$ cat src/rtl/if_id_skid_reg.sv
// IF->ID pipeline stage register built around a two-entry skid buffer.
// Passes {pc, instr} from fetch to decode at one transfer per cycle. in_ready
// comes straight from a flop, so a decode stall never reaches fetch
// combinationally. Flush drops everything in flight on a redirect.
//
// Ports:
//   clk        rising-edge clock
//   rst        asynchronous active-low reset
//   flush      synchronous; discard held entries and any same-cycle input
//   in_valid   fetch offers {in_pc, in_instr}
//   in_ready   registered; stage can accept this cycle
//   in_pc      pc of offered instruction
//   in_instr   offered instruction word
//   out_valid  registered; decode is offered {out_pc, out_instr}
//   out_ready  decode accepts this cycle
//   out_pc     pc of head entry, RESET_PC when empty
//   out_instr  head instruction, NOP_INSTR when empty
//   occupancy  registered count of held entries (0..2)
module if_id_skid_reg #(
    parameter int unsigned          XLEN      = 32,
    parameter logic [XLEN-1:0]      RESET_PC  = '0,
    parameter logic [31:0]          NOP_INSTR = 32'h0000_0013
) (
    input  logic            clk,
    input  logic            rst,
    input  logic            flush,
    input  logic            in_valid,
    output logic            in_ready,
    input  logic [XLEN-1:0] in_pc,
    input  logic [31:0]     in_instr,
    output logic            out_valid,
    input  logic            out_ready,
    output logic [XLEN-1:0] out_pc,
    output logic [31:0]     out_instr,
    output logic [1:0]      occupancy
);

    localparam int unsigned ILEN  = 32;
    localparam int unsigned OCC_W = 2;

    typedef enum logic [1:0] {
        ST_EMPTY = 2'd0,
        ST_ONE   = 2'd1,
        ST_FULL  = 2'd2
    } state_t;

    state_t             state;
    state_t             state_nx;
    logic [OCC_W-1:0]   occ_nx;

    logic [XLEN-1:0]    main_pc;
    logic [ILEN-1:0]    main_instr;
    logic [XLEN-1:0]    skid_pc;
    logic [ILEN-1:0]    skid_instr;

    logic               accept;
    logic               consume;
    logic               load_main;
    logic               main_from_skid;
    logic               load_skid;

    assign accept  = in_valid & in_ready;
    assign consume = out_valid & out_ready;

    // Next state and data-path load enables; flush overrides everything.
    always_comb begin
        state_nx       = state;
        load_main      = 1'b0;
        main_from_skid = 1'b0;
        load_skid      = 1'b0;
        if (flush) begin
            state_nx = ST_EMPTY;
        end else begin
            case (state)
                ST_EMPTY: begin
                    if (accept) begin
                        state_nx  = ST_ONE;
                        load_main = 1'b1;
                    end
                end
                ST_ONE: begin
                    if (accept && consume) begin
                        load_main = 1'b1;
                    end else if (accept) begin
                        state_nx  = ST_FULL;
                        load_skid = 1'b1;
                    end else if (consume) begin
                        state_nx = ST_EMPTY;
                    end
                end
                ST_FULL: begin
                    // in_ready is low here, so only a consume can move us.
                    if (consume) begin
                        state_nx       = ST_ONE;
                        load_main      = 1'b1;
                        main_from_skid = 1'b1;
                    end
                end
                default: begin
                    state_nx = ST_EMPTY;
                end
            endcase
        end
    end

    // Entry count implied by the next state.
    always_comb begin
        occ_nx = OCC_W'(0);
        case (state_nx)
            ST_ONE:  occ_nx = OCC_W'(1);
            ST_FULL: occ_nx = OCC_W'(2);
            default: occ_nx = OCC_W'(0);
        endcase
    end

    // State and handshake flops; handshakes are precomputed from the next state.
    always_ff @(posedge clk or negedge rst) begin
        if (!rst) begin
            state     <= ST_EMPTY;
            out_valid <= 1'b0;
            in_ready  <= 1'b1;
            occupancy <= OCC_W'(0);
        end else begin
            state     <= state_nx;
            out_valid <= (state_nx != ST_EMPTY);
            in_ready  <= (state_nx != ST_FULL);
            occupancy <= occ_nx;
        end
    end

    // Main and skid storage; contents go stale (not cleared) when emptied.
    always_ff @(posedge clk or negedge rst) begin
        if (!rst) begin
            main_pc    <= '0;
            main_instr <= '0;
            skid_pc    <= '0;
            skid_instr <= '0;
        end else begin
            if (load_main) begin
                main_pc    <= main_from_skid ? skid_pc    : in_pc;
                main_instr <= main_from_skid ? skid_instr : in_instr;
            end
            if (load_skid) begin
                skid_pc    <= in_pc;
                skid_instr <= in_instr;
            end
        end
    end

    // Mask stale storage so decode sees a clean NOP at RESET_PC when empty.
    assign out_pc    = out_valid ? main_pc    : RESET_PC;
    assign out_instr = out_valid ? main_instr : NOP_INSTR;

endmodule

$ cat config.mk
export PLATFORM = sky130hd
export DESIGN_NAME = if_id_skid_reg
export DESIGN_NICKNAME = d
export VERILOG_FILES = /design/src/rtl/if_id_skid_reg.sv
export SDC_FILE = /design/constraint.sdc
export NUM_CORES = 1
export LEC_CHECK = 0
export CAP_MARGIN = 0
export CORE_MARGIN = 5
export CORE_UTILIZATION = 53
export CTS_CLUSTER_SIZE = 20
export DETAILED_ROUTE_END_ITERATION = 16
export MAX_ROUTING_LAYER = met4
export PLACE_DENSITY_LB_ADDON = 0.05
export SETUP_SLACK_MARGIN = 0.15
export SLEW_MARGIN = 20
export SYNTH_ARGS = -nofsm -noshare
export SYNTH_HDL_FRONTEND = slang
export SYNTH_SLANG_ARGS = --single-unit
$ cat constraint.sdc
create_clock -name clk -period 3.82 [get_ports clk]
set_clock_uncertainty 0.2 [all_clocks]
set_input_delay 0.764 -clock clk [delete_from_list [all_inputs] [get_ports clk]]
set_output_delay 0.764 -clock clk [all_outputs]
set_load 0.03 [all_outputs]
==> out/qor.yml <==
outcome:
  status: "finished clean"
die:
  ioPinCount: 137
  rows: 39
  dieHeight_um: 117
  start_util_pct: 53.5
  dieArea_mm2: 0.0136
  chipWidth_um: 117
  core_mm2: 0.0113
layout:
  syn2layout_area_growth_pct: 32.7
  num_antenna_cells: 0
  drive_gt1_share_pct: 18.9
  instances_no_fill: 737
  layout.nets: 650
  n_fill_cell: 850
  multiInputGateArea_mm2: 0.00243
  seq_area_mm2: 0.00336
power:
  swShare_pct: 28.8
  clkPwrFrac_pct: 29.5
  total_power_mw: 4.96
  intPower_mw: 3.53
  worst_ir_drop_vdd_v: 0.000368
  combinationalPowerShare_pct: 26.8
  switching_power_mw: 1.43
  p_leak_nw: 3.13
  seqPwrFrac_pct: 43.8
  pwr_density_cell_mw_per_mm2: 620
yosys:
  synthAdderAreaFrac_pct: 0
  synthArstFlopShare_pct: 100
  synth.most_common_cell: "dfrtp_1"
  synth_top_family_by_area: "compound AO/OA/AOI/OAI gates"
  synth_xor_area_share_pct: 0
  synth-simple-area-share_pct: 8.26
  syn_inst: 459
  yosysWarnings: 0
  synthesis.area_mm2: 0.00603
  syn_nets: 528
  yosys.area.top_type: "dfrtp_1"
  synth_common_cells: "dfrtp_1, mux2_2, a2bb2oi_1, o32ai_1, and2_1"
  synth_edf_count: 0
  ys_ff_latch: 134
  ys_top_cells_by_area: "dfrtp_1, mux2_2, a2bb2oi_1, o32ai_1, and2_1"
  syn_avg_cell_area_um2: 13.1
  ys_types: 29
  ys.flop_type: "dfrtp_1"
  synth_compound_area_share_pct: 19.9
  synth_seq_area_share_pct: 55.7
  synth_top_area_share_pct: 55.2
  muxShareOfSynthArea_pct: 12.0
setup_path:
  reg2reg_depth: 5
  rr_endpoint: "main_instr[10]$_DFFE_PN0P_"
  reg2reg_setup_slack_ps: 1600
  crit_type: "reg2out"
  cp.depth: 3
  crit_end: "out_instr[14]"
  crit_path_start_kind: "flip-flop"
  path_max_fanout: 58
  end_kind: "primary output"
  required_ps: 2860
  slowest_delay_ps: 690
  cp.arrival_ps: 2130
  path_cells: "buf_12 -> and2_1 -> clkdlybuf4s50_1"
  cp-startpoint: "out_valid$_DFF_PN0_"
  crit_buf_inv: 2
  r2r_start: "out_valid$_DFF_PN0_"
  cpMaxStageDelayCell: "clkdlybuf4s50_1"
  cpLargestDelayFamily: "buffers and inverters"
sta:
  tightest_slew_ps: 933
  final.min_clock_period_ps: 3090
  finalMaxSlewViolations: 0
  finalSetupTns_ps: 0
  maxSlewHeadroom_pct: 37.8
  finalHoldViolations: 0
  setup_viol: 0
  max_freq_mhz: 323
  worst_slack_ps: 728
  rsz0062_at_grt: "false"
  finalCritPeriodShare_pct: 80.9
cts:
  path_clk_slew_ps: 50
  insertion_delay_ps: 410
  hold_buffers: 0
  h-tree-depth: 4
  max-clock-path-buffers: 2
  cts_buffers: 17
  clock_sinks: 134
  cts_setup_buffers: 0
  ctsResizeCount: 0
  cts_tree: "done"
  root_buffer: "clkbuf_16"
grt:
  grt-ovfl-total: 0
  antenna_found_initial: 0
  grt_pass1_wl_um: 25200
  grtUsageTotal_pct: 24.7
  grt_max_degree: 122
  grt_pass1_vias: 4948
route:
  wl_per_cell_um: 20.9
  firstDrtPassIters: 4
  wirelength_um: 15400
  ant_nets: 0
  first_iter_violations: 285
  vias_per_cell: 6.10
  num_vias: 4498
  drc: 0
place:
  dpl.hpwl_um: 9280
  port_buffers: 136
  dpl.cell_count: 705
  gp_congestion: 0.734
  pre_cts_slack_ps: 813
run:
  maxCapViolations: 0
min_path:
  hp-class: "reg2reg"
## layer usage
metal	wire, um	up-vias	share of wire, %	GRT usage, %
met5	0	-	0	-
met4	235	0	1.5	10.2
met3	787	21	5.1	4.77
met2	7710	158	50	39.8
met1	6660	2298	43	30.9
li1	-	2021	-	-
## registers in the layout (all words and copies together) (netlist names)
name / count
skid_pc: 32
main_instr: 32
occupancy: 2
main_pc: 32
skid_instr: 32
out_valid: 1
state: 2
in_ready: 1
## worst register-to-register path: stages (launching register included)
cell,delay (ps)
dfrtp_2,530
buf_12,280
nand4b_1,180
a211oi_4,280
buf_4,400
a2bb2oi_1,260
## worst min path at each step
stage / startpoint / end / slack (ps) / cells after the start
2_1_floorplan: main_pc[3]$_DFFE_PN0P_ / main_pc[3]$_DFFE_PN0P_ / 250 / 1
3_3_place_gp: main_pc[3]$_DFFE_PN0P_ / main_pc[3]$_DFFE_PN0P_ / 270 / 1
3_5_place_dp: main_pc[3]$_DFFE_PN0P_ / main_pc[3]$_DFFE_PN0P_ / 270 / 1
4_1_cts: main_pc[3]$_DFFE_PN0P_ / main_pc[3]$_DFFE_PN0P_ / 290 / 1
5_1_grt: main_pc[3]$_DFFE_PN0P_ / main_pc[3]$_DFFE_PN0P_ / 320 / 1
6_report: main_pc[3]$_DFFE_PN0P_ / main_pc[3]$_DFFE_PN0P_ / 290 / 1
## power by group through the flow
stage          combinational (mW)  clock, mW  sequential [mW]
2_1_floorplan               0.893          0             2.10
3_3_place_gp                 1.30          0             2.15
3_5_place_dp                 1.34          0             2.18
4_1_cts                      1.34       1.49             2.17
5_1_grt                      1.43       1.56             2.23
6_report                     1.33       1.46             2.17
## final cells by class
type                       count  share of cell area (%)
sequential                   134                    42.0
multi-input combinational    276                    30.4
timing repair buffer         151                    18.6
clock buffer                  29                    6.51
tap                          143                    2.24
clock inverter                 3                   0.188
inverter                       1                  0.0469
## placed cells by master (no fill, tap or decap), types with 3 or more instances in the layout
master,instances
clkbuf_16,17
nand2b_1,4
clkinv_2,3
o32ai_1,63
a2bb2oi_1,63
mux2_2,64
clkdlybuf4s50_1,135
buf_4,14
clkbuf_1,7
and2_1,61
dfrtp_1,132
clkbuf_8,6
## logic make-up after synthesis
logic type | Yosys count
AND/OR/NAND/NOR | 76
buffers and inverters | 49
multiplexers | 64
AO/OA/AOI/OAI | 136
flip-flops | 134
## stage by stage
stage / hold slack, ps / utilization (%) / instance area (um2)
after CTS: 286 / 70.9 / 8000
final: 286 / 71.0 / 8000
after global routing: 315 / 71.0 / 8000
after global placement: 269 / 66.2 / 7460
after detailed placement: 274 / 66.2 / 7460
after floorplan: 252 / - / 6030
Power figures use the tool's default switching activity.
